File: config.mk
export PLATFORM = sky130hd
export DESIGN_NAME = hazard_stall_ctrl
export DESIGN_NICKNAME = d
export VERILOG_FILES = /design/src/rtl/hazard_stall_ctrl.sv
export SDC_FILE = /design/constraint.sdc
export NUM_CORES = 1
export LEC_CHECK = 0
export CAP_MARGIN = 25
export CORE_MARGIN = 3
export CORE_UTILIZATION = 45
export DETAILED_ROUTE_END_ITERATION = 6
export GPL_TIMING_DRIVEN = 0
export HOLD_SLACK_MARGIN = 0.15
export PLACE_DENSITY_LB_ADDON = 0.1
export SETUP_SLACK_MARGIN = 0.02
export SYNTH_ARGS = -nofsm -noshare
export SYNTH_HDL_FRONTEND = slang
export SYNTH_SLANG_ARGS = --single-unit
File: constraint.sdc
create_clock -name clk -period 2.8 [get_ports clk]
set_input_delay 0.56 -clock clk [delete_from_list [all_inputs] [get_ports clk]]
set_output_delay 0.56 -clock clk [all_outputs]
set_load 0.005 [all_outputs]
File: src/rtl/hazard_stall_ctrl.sv
// Pipeline sequencing controller for the 5-stage MIPS core.
// Drives the enables and synchronous clears of the PC, IF/ID, ID/EX and EX/MEM
// registers. It handles the load-use stall, the taken-branch flush and the
// multi-cycle mul/div freeze, and it counts the cycles in which the PC is held.
module hazard_stall_ctrl #(
   parameter int REG_AW     = 5,
   parameter int MDU_CYCLES = 4,   // legal range 2..16
   parameter int CNT_W      = 32
) (
   input  logic              clk,
   input  logic              reset_b,
   input  logic [REG_AW-1:0] id_rs,
   input  logic [REG_AW-1:0] id_rt,
   input  logic              id_uses_rt,
   input  logic              ex_memread,
   input  logic [REG_AW-1:0] ex_rd,
   input  logic              ex_branch_tkn,
   input  logic              ex_mdu_start,
   output logic              pc_en,
   output logic              ifid_en,
   output logic              ifid_flush_b,
   output logic              idex_en,
   output logic              idex_flush_b,
   output logic              exmem_flush_b,
   output logic              mdu_done,
   output logic [CNT_W-1:0]  stall_cycles
);

   typedef enum logic {RUN, MDU_WAIT} state_t;

   // The start cycle is itself the first EX cycle, and the done cycle is the
   // last, so the countdown covers only the cycles in between.
   localparam logic [3:0] MDU_LOAD = 4'(MDU_CYCLES - 2);
   // With a 2-cycle unit the result is ready right after the start cycle.
   localparam bit MDU_FREEZES = (MDU_CYCLES >= 3);

   state_t     st, st_nxt;
   logic [3:0] cnt, cnt_nxt;
   logic       idle;
   logic       load_use;

   // A zero destination is never a real dependency, because $0 is hardwired.
   assign load_use = ex_memread && (ex_rd != '0) &&
                     ((ex_rd == id_rs) || (id_uses_rt && (ex_rd == id_rt)));

   // The done cycle of a mul/div behaves exactly like RUN.
   assign idle = (st == RUN) || (cnt == 4'd0);

   // Next-state and pipeline-control decode; the hazard priority applies only when idle.
   // NOTE: every output of this block gets a default first, so no path leaves
   // a signal unassigned and no latch is inferred.
   always_comb begin
      pc_en         = 1'b1;
      ifid_en       = 1'b1;
      ifid_flush_b  = 1'b1;
      idex_en       = 1'b1;
      idex_flush_b  = 1'b1;
      exmem_flush_b = 1'b1;
      mdu_done      = 1'b0;
      st_nxt        = RUN;
      cnt_nxt       = 4'd0;

      if (!idle) begin
         // Mid mul/div: hold the front end and bubble EX/MEM; nothing else matters.
         pc_en         = 1'b0;
         ifid_en       = 1'b0;
         idex_en       = 1'b0;
         exmem_flush_b = 1'b0;
         st_nxt        = MDU_WAIT;
         cnt_nxt       = cnt - 4'd1;
      end else begin
         mdu_done = (st == MDU_WAIT);
         if (ex_branch_tkn) begin
            // The wrong-path instructions in IF/ID and ID are discarded.
            ifid_flush_b = 1'b0;
            idex_flush_b = 1'b0;
         end else if (ex_mdu_start) begin
            st_nxt  = MDU_WAIT;
            cnt_nxt = MDU_LOAD;
            if (MDU_FREEZES) begin
               pc_en         = 1'b0;
               ifid_en       = 1'b0;
               idex_en       = 1'b0;
               exmem_flush_b = 1'b0;
            end
         end else if (load_use) begin
            // Hold PC and IF/ID for one cycle and send a bubble into EX.
            pc_en        = 1'b0;
            ifid_en      = 1'b0;
            idex_flush_b = 1'b0;
         end
      end

      if (!reset_b) begin
         pc_en         = 1'b0;
         ifid_en       = 1'b0;
         ifid_flush_b  = 1'b0;
         idex_en       = 1'b0;
         idex_flush_b  = 1'b0;
         exmem_flush_b = 1'b0;
         mdu_done      = 1'b0;
      end
   end

   // State register for the mul/div sequencer.
   // NOTE: sequential state uses non-blocking assignments so every register
   // samples the pre-edge values regardless of statement order.
   always_ff @(posedge clk or negedge reset_b) begin
      if (!reset_b) begin
         st  <= RUN;
         cnt <= 4'd0;
      end else begin
         st  <= st_nxt;
         cnt <= cnt_nxt;
      end
   end

   // Saturating count of cycles in which the PC was held.
   always_ff @(posedge clk or negedge reset_b) begin
      if (!reset_b) begin
         stall_cycles <= '0;
      end else if (!pc_en && (stall_cycles != '1)) begin
         stall_cycles <= stall_cycles + CNT_W'(1);
      end
   end

endmodule

# After elaboration in Yosys (flattened, before gate mapping)
# Index checks and enable logic that the tools add are counted.
# totals
reg_bits	37
latchBits	0
ramBits	0
mem_bits_ro	0
in_bits	21
out_inout_bits	39
wordCells	42
mem_count	0
# op_classes
addsub	2
multipliers	0
div	0
n_lt_le_gt_ge	0
eq_ne	3
shift	0
mux	24
bitwise_logic	1
reduce_logical	9
# op_table
cell	count
32-bit by 1-bit adder with 32-bit output (second input constant)	1
32-bit inequality test (second input constant)	1
1-bit 2-to-1 mux	21
5-bit == test	2
5-bit nonzero test	1
1-bit logical AND	4
4-bit zero test	1
2-bit 2-to-1 mux	2
4-bit 2-to-1 mux	1
4-bit by 1-bit subtractor with 4-bit output (second input constant)	1
1-bit logical OR	2
1-bit zero test	1
1-bit inverter	1

# Depth between registers and ports, before layout
# Gate-level depths: netlist of run 1.
# depth
word_depth	11
depth_mapped	12
ltp_nobuf	10

# Least setup slack after synthesis of run 1
# OpenSTA, ideal clock, no wires.
# synth_path
path_kind	register -> output
startpoint	register cnt[0]
endpoint	output port pc_en
t_arrival_ns	1.941
t_required_ns	2.240
path_slack_ns	0.299
path_stages_with_launch	8
n_path_buf	1
cell_sequence	dfrtp_1 -> inv_1 -> ha_1 -> or3b_1 -> and2_4 -> or3_4 -> a21oi_1 -> buf_4
# synth_via
elab_chain_len	4
# synth_rtl
item	line	rtl
start, declared	38	logic [3:0] cnt, cnt_nxt;
start signal, assigned	114	cnt <= cnt_nxt;
4-bit zero test	47	assign idle = (st == RUN) || (cnt == 4'd0);
1-bit logical OR	47	
1-bit 2-to-1 mux (2 in series)	n/a	
end, declared	19	output logic pc_en,
# No other way between the ends.

# Final worst setup path of run 1
# layout_path
startpoint	register cnt[0]
endpoint	output port pc_en
# layout_via
elab_chain_len	4
# layout_rtl
item	line	rtl
4-bit zero test	47	
1-bit logical OR	47	
1-bit 2-to-1 mux	63	if (!idle) begin
1-bit 2-to-1 mux	94	if (!reset_b) begin
# No other way between the ends.

==> flow_summary.json, run 1 <==
{
  "synth_seq_cells": 37,
  "yosysUniqueCellTypes": 37,
  "drc": 0,
  "coreArea_um2": 4170,
  "combPwrFrac_pct": 40.2,
  "p_sw_share_pct": 32.5,
  "cts-root-buf": "clkbuf_8",
  "avgSynthCellArea_um2": 9.78,
  "cts_buffer_depth": 2,
  "synth_fp_nets": 230,
  "peakVddDrop_v": 0.000377,
  "syn2layout_area_growth_pct": 39.9,
  "fin_area_um2": 2830,
  "layout.cells.non_filler": 329,
  "max_cap_violations": 0,
  "holdBufCountCts": 0,
  "grt_usage_pct": 20.0,
  "synthTopCellsByArea": "dfrtp_1 (46%), xor2_1 (12%), xnor2_1 (6.5%)",
  "io_buffers": 59,
  "p_sw_uw": 571,
  "ff2ff_setup_slack_ps": 250,
  "endpoint_kind": "output pin",
  "cts_tree": "done",
  "syn_inst": 207,
  "clkTransAtPathRegs_ps": 70,
  "initial_core_util_pct": 48.5,
  "avgViaCountPerCell": 5.29,
  "die_h_um": 73.1,
  "critPathKind": "reg -> out",
  "antenna_found_initial": 0,
  "worst_ep_arrival_time_ps": 2190,
  "finalSetupViolations": 0,
  "ys_seq_area_share_pct": 45.7,
  "finalPower_mw": 1.76,
  "yosysTopAreaCell": "dfrtp_1",
  "drt-total-wl_um": 4910,
  "grt_first_pass_wirelength_um": 8290,
  "clkPwrFrac_pct": 19.5,
  "ant_nets": 0,
  "first_global_vias": 1743,
  "min_path_type": "in -> async",
  "leakage_nw": 1.35,
  "async_flop_share_pct": 100,
  "sequentialPowerShare_pct": 40.3,
  "wl_per_cell_um": 14.9,
  "grt_max_degree": 40,
  "htree_levels": 2,
  "powerDensity_nw_per_um2": 620,
  "layout.nets": 303,
  "dp.cells": 316,
  "die_w_um": 73.1,
  "post-route-period-util_pct": 98.0,
  "drtIter0Drc": 98,
  "maxSlewHeadroom_pct": 67.7,
  "critPathMaxFanout": 3,
  "fmax_mhz": 364,
  "slew_violations": 0,
  "placed_cell_area_um2": 2670,
  "dp_hpwl_um": 3560,
  "intPower_mw": 1.19,
  "diodes": 0,
  "io_pins": 60,
  "finalHoldViolCount": 0,
  "worst_pin_slew_ps": 485,
  "first_pass_iters": 4,
  "clkLatencyLatePin_ps": 290,
  "grt_setup_unrepaired": "yes",
  "finalClockSkew_ps": 6.46,
  "synth_top_area_share_pct": 45.7,
  "drive_above_1_share_pct": 13.6,
  "die_area_um2": 5340,
  "synth_ff_type": "dfrtp_1",
  "syn_area_um2": 2020,
  "cts_made_buffers": 5,
  "fin_crit_ps": 2750,
  "gp_congestion": 0.746,
  "status": "complete, no violations",
  "synthTopCellsByCount": "dfrtp_1 (37), xor2_1 (28), nor3_1 (20)",
  "gr-total-overflow": 0,
  "startpoint_type": "register",
  "vias": 1742,
  "synth_most_common_cell": "dfrtp_1",
  "ys_warn_count": 0,
  "cts.sinks": 37,
  "cp.required_ps": 2240,
  "row_count": 23,
  "synth_edf_count": 0
}
kinds of logic (layout without fill, tap and decap cells):
kind of cell               count (synthesis)  in the layout  share of synthesized area (%)
DFF                                       37             37                           45.7
buffers and inverters                     17             89                           4.45
and+or+nand+nor                           98             98                           26.1
adders and majority gates                  2              2                           1.24
AOI/OAI and AO/OA                          9              9                           3.09
xor gates and xnor gates                  43             43                           18.6
muxes                                      1              1                          0.741
registers in the layout, summed over array words and instances (netlist names):
| signal | count |
|---|---|
| cnt | 4 |
| stall_cycles | 32 |
| st | 1 |
power by group through the flow:
| stage | Combinational (mW) | Clock [mW] | Sequential (mW) |
|---|---|---|---|
| 2_1_floorplan | 0.352 | 0 | 0.707 |
| 3_3_place_gp | 0.629 | 0 | 0.713 |
| 3_5_place_dp | 0.637 | 0 | 0.717 |
| 4_1_cts | 0.693 | 0.348 | 0.707 |
| 5_1_grt | 0.783 | 0.376 | 0.719 |
| 6_report | 0.706 | 0.342 | 0.709 |
stage by stage:
stage | setup slack (ps) | hold slack, ps | setup TNS, ps | util, %
finish | 54.7 | 222 | 0 | 67.9
global route | -57.3 | 257 | -101 | 67.9
CTS | 22.0 | 244 | 0 | 67.4
detailed placement | -741 | 455 | -2470 | 64.0
global placement | -1670 | 451 | -41590 | 64.2
floorplan | 299 | 264 | 0 | -
final timing paths:
check	endpoint	cells after the start	startpoint
worst max-delay path	pc_en	8	cnt[0]$_DFF_PN0_
worst min-delay path	cnt[3]$_DFF_PN0_	1	reset_b
worst max register to register	stall_cycles[30]$_DFFE_PN0P_	10	cnt[0]$_DFF_PN0_
worst min register to register	cnt[0]$_DFF_PN0_	1	cnt[0]$_DFF_PN0_
max in group asynchronous	stall_cycles[28]$_DFFE_PN0P_	1	reset_b
min in group clk	cnt[0]$_DFF_PN0_	1	cnt[0]$_DFF_PN0_
cells in the final DEF (no fill, tap or decap), types with 2 or more instances in the layout:
| cell | instances |
|---|---|
| xnor2_1 | 15 |
| nand2_1 | 13 |
| dlygate4sd2_1 | 5 |
| and3_1 | 10 |
| buf_2 | 3 |
| nand4_1 | 4 |
| nor4b_1 | 2 |
| clkdlybuf4s50_1 | 49 |
| a21boi_0 | 2 |
| clkbuf_1 | 2 |
| nor4_1 | 9 |
| o21ai_2 | 2 |
| nor3_1 | 20 |
| clkbuf_8 | 5 |
| dfrtp_1 | 37 |
| buf_6 | 4 |
| buf_4 | 10 |
| nor2_1 | 11 |
| xor2_1 | 28 |
| inv_1 | 7 |
| nand3_1 | 18 |
worst max-delay path, cell delays in order, from the launching register on:
cell	delay, ps
dfrtp_1	400
inv_1	70
ha_2	160
or3b_4	380
and2_4	150
or3_4	360
a21oi_4	160
buf_4	130
buf_4	100
layout make-up:
| type | instances | area, µm² |
|---|---|---|
| Buffer | 9 | 60.1 |
| Clock inverter | 1 | 5.00 |
| Clock buffer | 5 | 68.8 |
| Fill cell | 372 | 1340 |
| Multi-Input combinational cell | 153 | 1050 |
| Timing Repair Buffer | 66 | 634 |
| Inverter | 8 | 30.0 |
| Tap cell | 50 | 62.6 |
| Sequential cell | 37 | 926 |
per-layer routing:
layer | GRT usage [%] | share of wire, % | up-vias
li1 | - | - | 856
met1 | 28.3 | 49 | 845
met2 | 29.9 | 46 | 34
met3 | 4.82 | 3.9 | 7
met4 | 6.76 | 1.6 | 0
met5 | 0 | 0 | -
repair_timing:
action / 4_1_cts / 5_1_grt
gates cloned: 0 / 0
setup buffers: 6 / 1
gates resized for setup: 23 / 4
setup endpoints to repair: 5 / 6
pin swaps: 4 / 0
No activity file was read; power rests on OpenSTA's default activity.
==> run 2: changes to the inputs <==
==> constraint.sdc (replaced) <==
create_clock -name clk -period 2.8 [get_ports clk]
set_input_delay 0.56 -clock clk [delete_from_list [all_inputs] [get_ports clk]]
set_output_delay 0.56 -clock clk [all_outputs]
set_load 0.1 [all_outputs]
==> run 2 against run 1 <==
  * Die area did not move
  * Critical path type unchanged
  * Sequential power barely moved
  * First-iteration DRC count rose by 7.1%
  * The flow now finishes with violations (negative setup slack)
  * Cell count rose by 1.2%
  * Largest power group is now combinational cells
==> flow_summary.json, run 2 (same netlist as run 1, synthesis figures left out) <==
{
  "dp_hpwl_um": 3590,
  "cts_tree": "done",
  "fin_crit_ps": 2830,
  "cts_made_buffers": 5,
  "clkLatencyLatePin_ps": 290,
  "worstPathCellList": "inv_2 > ha_4 > or3b_4 > and2_4 > or3_4 > a21oi_4 > buf_12 > buf_12",
  "cts_buffer_depth": 2,
  "reg.largest.list": "stall_cycles x32, cnt x4, st x1",
  "max_flop_register": "stall_cycles",
  "drive_above_1_share_pct": 18.0,
  "antenna_found_initial": 0,
  "io_pins": 60,
  "fin_ws_ps": -34.4,
  "powerDensity_nw_per_um2": 892,
  "finalSetupViolations": 2,
  "layout_commonest_cell": "clkdlybuf4s50_1",
  "coreArea_um2": 4170,
  "cp.required_ps": 2240,
  "violations": "negative setup slack",
  "holdBufCountCts": 0,
  "cts-root-buf": "clkbuf_8",
  "leakage_nw": 1.41,
  "htree_levels": 2,
  "post-route-period-util_pct": 101,
  "die_w_um": 73.1,
  "path_common_cell": "buf_12",
  "min_path_type": "in -> async",
  "layout.nets": 305,
  "first_global_vias": 1731,
  "grt_max_degree": 40,
  "critical_path.top_delay_family": "simple AND/OR/NAND/NOR gates",
  "row_count": 23,
  "pre_cts_ws_ps": -1330,
  "fill_cells": 320,
  "largest_reg_flops": 32,
  "critPathMaxFanout": 3,
  "worst_ep_arrival_time_ps": 2270,
  "io_buffers": 59,
  "gp_congestion": 0.755,
  "grt_first_pass_wirelength_um": 8270,
  "syn2layout_area_growth_pct": 47.6,
  "gr-total-overflow": 0,
  "drc": 0,
  "die_area_um2": 5340,
  "hold_slack_ps": 226,
  "slowest_stage": "dfrtp_1",
  "finalPower_mw": 2.67,
  "fmax_mhz": 353,
  "layout.cells.non_filler": 333,
  "max_cap_violations": 0,
  "wl_per_cell_um": 15.1,
  "fin_area_um2": 2990,
  "worst_pin_slew_ps": 981,
  "finalHoldViolCount": 0,
  "final_cell_mix": "clkdlybuf4s50_1 (47), dfrtp_1 (37), xor2_1 (28), nor3_1 (19), nand3_1 (18)",
  "finalClockSkew_ps": 13.5,
  "grt_setup_unrepaired": "yes",
  "first_pass_iters": 4,
  "cts.sinks": 37,
  "drt-total-wl_um": 5030,
  "diodes": 0,
  "critPathKind": "reg -> out",
  "tns_ps": -37.1,
  "utilization_pct": 71.6,
  "initial_core_util_pct": 48.5,
  "crit_buf_inv": 3,
  "startpoint_type": "register",
  "placed_cell_area_um2": 2720,
  "max_stage_delay_ps": 400,
  "endpoint_kind": "output pin",
  "drtIter0Drc": 105,
  "slew_violations": 0,
  "grt_usage_pct": 19.7,
  "peakVddDrop_v": 0.000603,
  "dp.cells": 316,
  "status": "finished with violations",
  "vias": 1783,
  "ant_nets": 0,
  "maxSlewHeadroom_pct": 34.4,
  "avgViaCountPerCell": 5.35,
  "clkTransAtPathRegs_ps": 80,
  "die_h_um": 73.1
}
## run 2: changes by cell type in the layout (fill, tap and decap cells not counted), sizes merged
cell / change
clkdlybuf4s50: -2
clkdlybuf4s15: +1
buf: +5
dlygate4sd2: -2
bufinv: +2
## run 2: worst register-to-register path, stage by stage, from the launching register on
cell and delay [ps]:
dfrtp_1 400, inv_2 80, ha_4 120, or3b_4 380
and2_4 150, or3_4 350, buf_4 150, nor2_1 200
buf_2 280, nor3_1 100, xor2_1 150
## run 2: cell type report
type	count	area (µm²)	share of cell area, %
multi-input cells	153	1100	36.7
clock buffers	5	68.8	2.30
inverters	8	30.0	1.01
repair buffers	68	666	22.3
clock inverters	3	65.1	2.18
plain buffers	9	72.6	2.43
flip-flops and latches	37	926	31.0
well taps	50	62.6	2.09
## run 2: power by group
group,internal [mW],leakage (nW),switching [mW]
Clock,0.354,0.0681,0.192
Sequential,0.621,0.483,0.0904
Combinational,0.467,0.859,0.942
Total,1.44,1.41,1.22
## run 2: worst paths after layout
check	to	slack (ps)	startpoint	cells past startpoint
setup / recovery	pc_en	-30	cnt[0]$_DFF_PN0_	8
hold / removal	stall_cycles[23]$_DFFE_PN0P_	230	reset_b	1
setup reg to reg	stall_cycles[30]$_DFFE_PN0P_	310	cnt[0]$_DFF_PN0_	10
hold reg to reg	stall_cycles[26]$_DFFE_PN0P_	480	stall_cycles[26]$_DFFE_PN0P_	1
max in group asynchronous	stall_cycles[25]$_DFFE_PN0P_	2240	reset_b	1
min in group clk	stall_cycles[26]$_DFFE_PN0P_	480	stall_cycles[26]$_DFFE_PN0P_	1
## run 2: layer usage
| layer | up-vias | part of all wire, % | GRT usage (%) |
|---|---|---|---|
| met4 | 0 | 1.2 | 4.30 |
| met2 | 50 | 50 | 32.4 |
| li1 | 862 | - | - |
| met1 | 865 | 44 | 27.2 |
| met3 | 6 | 4.9 | 3.58 |
| met5 | - | 0 | 0 |
## run 2: repair_timing
item	in CTS	in global routing
gates resized for setup	54	5
setup buffers	6	3
cloned	0	0
pin swaps	4	3
setup endpoints to repair	7	6
==> run 3: changes to the inputs <==
--- a/config.mk
+++ b/config.mk
@@ -12,6 +12,7 @@
 export GPL_TIMING_DRIVEN = 0
 export HOLD_SLACK_MARGIN = 0.15
 export PLACE_DENSITY_LB_ADDON = 0.1
+export RECOVER_POWER = 100
 export SETUP_SLACK_MARGIN = 0.02
 export SYNTH_ARGS = -nofsm -noshare
 export SYNTH_HDL_FRONTEND = slang
==> results of run 3 <==
Final layout, timing and power as in run 2 (identical DEF).
